`config.mk`:
```
export PLATFORM = sky130hd
export DESIGN_NAME = encoding_serializer
export DESIGN_NICKNAME = d
export VERILOG_FILES = /design/src/rtl/encoding_serializer.sv
export SDC_FILE = /design/constraint.sdc
export NUM_CORES = 1
export LEC_CHECK = 0
export BUFFER_PORTS_ARGS = -buffer_cell sky130_fd_sc_hd__buf_2
export CORE_ASPECT_RATIO = 1.75
export CORE_UTILIZATION = 40
export DETAILED_ROUTE_END_ITERATION = 10
export SLEW_MARGIN = 5
export SYNTH_ARGS = -nofsm -noshare
export SYNTH_HDL_FRONTEND = slang
export SYNTH_SLANG_ARGS = --single-unit
```
`constraint.sdc`:
```
create_clock -name clk -period 2.4 [get_ports clk]
set_input_delay 0 -clock clk [delete_from_list [all_inputs] [get_ports clk]]
set_output_delay 0 -clock clk [all_outputs]
set_load 0.1 [all_outputs]
```
`src/rtl/encoding_serializer.sv`:
```
// Differential line encoder: serialises framed bytes LSB first and qualifies each bit.
// Define ENCODING_WHITEN_EN to add a PN9 whitener after the SHR_BITS preamble/SFD bits.
module encoding_serializer #(
  parameter int   SHR_BITS  = 80,
  parameter int   MAX_BITS  = 1200,
  parameter logic REF_LEVEL = 1'b0
) (
  input  logic        clk,
  input  logic        reset,
  input  logic [7:0]  din,
  input  logic        indicator,
  output logic        bout,
  output logic        bvalid,
  output logic        eof,
  output logic        abort,
  output logic [10:0] bit_count
);

  typedef enum logic {IDLE, ACTIVE} state_t;

  localparam logic [10:0] SHR_LIM = 11'(SHR_BITS);
  localparam logic [10:0] MAX_LIM = 11'(MAX_BITS);

  state_t      state;
  logic [10:0] cnt;
  logic        prev;
  logic        raw;
  logic        raw_w;
  logic        enc;

`ifdef ENCODING_WHITEN_EN
  logic [8:0]  lfsr;
  logic        whiten_zone;

  assign whiten_zone = (cnt >= SHR_LIM);
`else
  logic        unused_shr;

  assign unused_shr = ^SHR_LIM;
`endif

  // Preamble/SFD bits bypass the whitener so the receiver can still lock on them.
  always_comb begin
    raw   = din[cnt[2:0]];
    raw_w = raw;
`ifdef ENCODING_WHITEN_EN
    if (whiten_zone) raw_w = raw ^ lfsr[0];
`endif
    enc   = raw_w ^ prev;
  end

  always_ff @(posedge clk or posedge reset) begin
    if (reset) begin
      state     <= IDLE;
      cnt       <= '0;
      prev      <= REF_LEVEL;
      bout      <= REF_LEVEL;
      bvalid    <= 1'b0;
      eof       <= 1'b0;
      abort     <= 1'b0;
      bit_count <= '0;
`ifdef ENCODING_WHITEN_EN
      lfsr      <= 9'h1FF;
`endif
    end else begin
      bvalid <= 1'b0;
      eof    <= 1'b0;
      abort  <= 1'b0;
      case (state)
        IDLE: begin
          cnt  <= '0;
          prev <= REF_LEVEL;
`ifdef ENCODING_WHITEN_EN
          lfsr <= 9'h1FF;
`endif
          if (indicator) state <= ACTIVE;
        end
        ACTIVE: begin
          // An over-length frame is dropped without emitting the offending bit.
          if (cnt == MAX_LIM) begin
            abort <= 1'b1;
            state <= IDLE;
          end else begin
            bout      <= enc;
            prev      <= enc;
            bvalid    <= 1'b1;
            bit_count <= cnt;
            cnt       <= cnt + 11'd1;
            eof       <= indicator;
            if (indicator) state <= IDLE;
`ifdef ENCODING_WHITEN_EN
            if (whiten_zone) lfsr <= {lfsr[0] ^ lfsr[5], lfsr[8:1]};
`endif
          end
        end
      endcase
    end
  end

endmodule

```
## Word level (Yosys, flattened, before mapping)

Index checks and enable logic that the tools add are counted.

- Flip-flop bits (word level): 28
- Bits in latches: 0
- Memory bits (writable): 0
- Bits in read-only memories: 0
- Output and inout bits: 15
- Memories: 0

- Add/subtract/negate cells: 1
- $mul: 0
- Div/mod/pow operators: 0
- $lt $le $gt $ge: 1
- Eq/ne operators: 2
- Shifts and indexed selects: 0
- Multiplexer cells: 16
- Bitwise logic cells: 3
- Reduce and logical (&&, ||, !) cells: 1

Operators with widths:

| operator | number |
|---|---|
| $pmux W11 S2 | 1 |
| $add A11 B1 Y11 const B | 1 |
| $eq A11 B11 Y1 const B | 1 |
| $mux W1 | 11 |
| $mux W11 | 1 |
| $lt A3 B4 Y1 const B | 1 |
| $pmux W1 S2 | 2 |
| $bmux W1 S3 | 1 |
| $ne A2 B2 Y1 const B | 1 |
| $not A1 Y1 | 2 |
| $reduce_and A2 Y1 | 1 |
| $xor A1 B1 Y1 | 1 |

## Logic depth before layout (Yosys ltp)

- Depth in word-level cells: 5
- Gate-level depth with buffers: 8
- Gate-level depth less buffers: 6

## Least setup slack after synthesis

Ideal clock, no wire load.

- Kind: register -> register
- Start point: reg cnt[0]
- End point: reg bit_count[10]
- Setup time: 128 ps
- Arrival: 1,857 ps
- Data required time: 2,272 ps
- Path slack: 415 ps
- Cell stages (with the launch flop): 8
- Buffers on the path: 2
- Period minus slack after synthesis: 1,985 ps
- Path through: dfrtp_1 > buf_2 > inv_1 > ha_1 > or4b_4 > o31ai_4 > buf_6 > mux2_1

- Word-level cells in the longest chain between the ends: 3

Ends and longest elaborated chain:

| item | line | text |
|---|---|---|
| from (decl) | 25 | `logic [10:0] cnt;` |
| from (signal assigned) | 88 | `cnt <= cnt + 11'd1;` |
| $eq A11 B11 Y1 | 80 | `if (cnt == MAX_LIM) begin` |
| $not A1 Y1 (no source line) | -- |  |
| $reduce_and A2 Y1 (no source line) | -- |  |
| to (signal assigned) | 87 | `bit_count <= cnt;` |
| to (decl) | 16 | `output logic [10:0] bit_count` |

Every way passes these cells.
A chain may end at the register's enable or synchronous reset.

## Worst setup path after layout

- Start point: reg cnt[1]
- End point: reg eof

- Word-level cells in the longest chain between the ends: 3

Ends and longest elaborated chain:

| item | line | text |
|---|---|---|
| $eq A11 B11 Y1 | 80 |  |
| $mux W1 | 80 |  |
| $mux W1 | 69 | `case (state)` |
| to (signal assigned) | 89 | `eof <= indicator;` |
| to (decl) | 14 | `output logic eof,` |

Every way passes these cells.

==> run metrics <==
outcome finished clean; Top Ports 26; r2r setup slk ~180 ps; critical path startpoint cnt[1]; WL final around 2.4 mm; PostCTS Resize Cnt 0; leakage ~0.75 nW; initial antenna violation count 0; first-pass GRT wire length approximately 4.2 mm; slew margin rel. ~64%; post-synthesis mux area share around 10%; Tcrit/Tclk final roughly 90%; row cnt 27; storage element area roughly 700 um^2; Worst EP required between 2000 and 3000 ps; simple-gate share of the synthesized area between 10% and 20%; skew final ~2.5 ps; CORE AREA ~0.0031 mm^2; ys async rst share 100%; Synth Area in XOR/XNOR approximately 6%; Startpoint Class flip-flop; Placer Congestion 0.709; synth unique cells 28; reg-to-reg startpoint cnt[1]; post-synth top area share about 54%; CP Class reg -> reg; cts hold-fix bufs 2; Final setup viols 0; DRT iter0 DRCs 33; grt total ovfl 0; Synthesis Warnings 0; number of synthesized register bits 28; largest net degree at the start of global routing 29; CTS H-tree lvls 1; vias in the first global route 883; Total Routing Usage GR between 10% and 20%; ant diodes 0; Top FF cell, synth dfrtp_1; Post-synth EDFFs 0; Port Buffer Count 25; worst setup path endpoint eof; Fin. Hold Viols 0; Initial DRT Pass Iterations 4; Antenna Nets Post-Route 0; Mean Syn Cell Area around 12 um^2; CTS tree yes; PwrDens 1040 mW/mm^2; DP HPWL ~1.8 mm; CTS Sinks 28; worst slew pin tran about 540 ps; max-cap violations 0; maximum fanout along the worst path 11; maximum clock frequency between 400 and 500 MHz; Post-synth top cells 28 x dfrtp_1, 10 x nand2_1, 8 x and2_1, 8 x o21ai_0, 8 x xnor2_1; CTS Root Cell clkbuf_8; clock transition at the registers of the reported paths around 90 ps; worst min-delay path category in -> async; register area share after synthesis a little over half; Fillers ~300; CP arrival roughly 2400 ps; max-slew violations 0; drt via density between 4 and 5; Mapped Nets 123; RR Endpoint eof; Clk Latency, worst-skew pair approximately 270 ps; Post-CTS Setup Bufs 0; Multi-input gate area approximately 540 um^2; Initial Util a little over two fifths; RSZ-0062 raised after global routing no; share of post-route cells with drive strength above 1 approximately 28%; Synth area leader dfrtp_1; Die W between 40 and 50 um; setup_tns 0 ps; most common cell in the netlist dfrtp_1; Netlist Area Pre-Place roughly 0.0013 mm^2; Setup crit end kind flip-flop; Final min period roughly 2200 ps; die area 0.00349 mm^2; Die Height about 77 um; largest family of logic cells by synthesized area simple AND/OR/NAND/NOR gates; clock buffer count from CTS 3; Layout area overhead 17.6%; Nets 152; CTS max path bufs 2; via count ~880; leading post-synthesis cells by cell area dfrtp_1 54%, xnor2_1 5.4%, mux2_1 4.3%, and2_1 3.8%, mux4_2 3.5%; reg2reg path depth 7; peak supply drop between 0.5 and 0.6 mV; Residual DRC 0; fin util about 50%; Post-Synth Adder-Cell Area 1.92%; Compound-Gate Fraction of Synth Area under 10%; WL per Instance 13.1 um; cells after synthesis 110
kinds of logic (layout without fill, tap and decap cells):
| family | after synthesis | in the layout |
|---|---|---|
| DFF | 28 | 28 |
| AOI/OAI and AO/OA | 13 | 13 |
| muxes | 10 | 10 |
| adders and majority gates | 2 | 2 |
| xor gates and xnor gates | 9 | 9 |
| and+or+nand+nor | 35 | 35 |
| buffers and inverters | 13 | 40 |
per-layer routing:
layer  wire, um  track usage, %
met1        969            20.1
met2       1270            27.2
met3         74            2.79
met4         42            7.58
met5          0               0
worst max-delay path, cell delays in order (launching register included):
cell,delay [ps]
dfrtp_1,430
inv_1,120
ha_1,140
or4b_4,490
o31ai_4,480
buf_4,270
inv_2,40
and2_1,150
registers in the layout, summed over array words and instances, names as in the netlist:
| register | cells |
|---|---|
| prev | 1 |
| bit_count | 11 |
| state | 1 |
| cnt | 11 |
| eof | 1 |
| bvalid | 1 |
| abort | 1 |
| bout | 1 |
cell type report:
cell class,instances,share of cell area [%]
timing repair buffer,30,11.0
multi-input combinational,69,35.3
tap,43,3.52
inverter,7,1.72
sequential,28,45.8
clock buffer,3,2.70
power breakdown:
group / internal (mW) / switching, mW / leakage [nW]
logic: 0.198 / 0.501 / 0.347
clock network: 0.113 / 0.139 / 0.0216
registers: 0.548 / 0.0864 / 0.378
metrics by stage:
stage / hold slack [ps] / setup slack (ps) / area (um^2) / power, mW / std cells
after floorplan: 65.4 / 415 / 1300 / 1.23 / 110
after detailed placement: 82.4 / 183 / 1470 / 1.35 / 175
after CTS: 337 / 170 / 1530 / 1.60 / 180
after global routing: 350 / 9.73 / 1530 / 1.69 / 180
final: 317 / 184 / 1530 / 1.58 / 180
after global placement: 78.0 / 270 / 1470 / 1.33 / 175
worst min path at each step:
stage,startpoint,end,slack (ps)
floorplan,reset,abort,70
global placement,reset,bit_count[9],80
detailed placement,reset,bit_count[3],80
CTS,reset,cnt[1],340
global route,reset,cnt[2],350
finish,reset,bit_count[3],320
placed cells by master, fill, tap and decap left out, types with 2 or more instances in the layout:
master	n
o21ai_0	8
ha_1	2
and2_1	8
dfrtp_1	28
nand2_1	10
xnor2_1	8
clkbuf_8	3
nor2b_1	2
inv_1	6
a21boi_0	3
nand3_1	3
nand4_1	2
buf_4	3
mux4_2	2
or3_1	3
buf_2	25
nor4_1	2
mux2_1	5
dlygate4sd3_1	2
mux2i_1	3
Note: power is estimated with default switching activity, not from simulation.
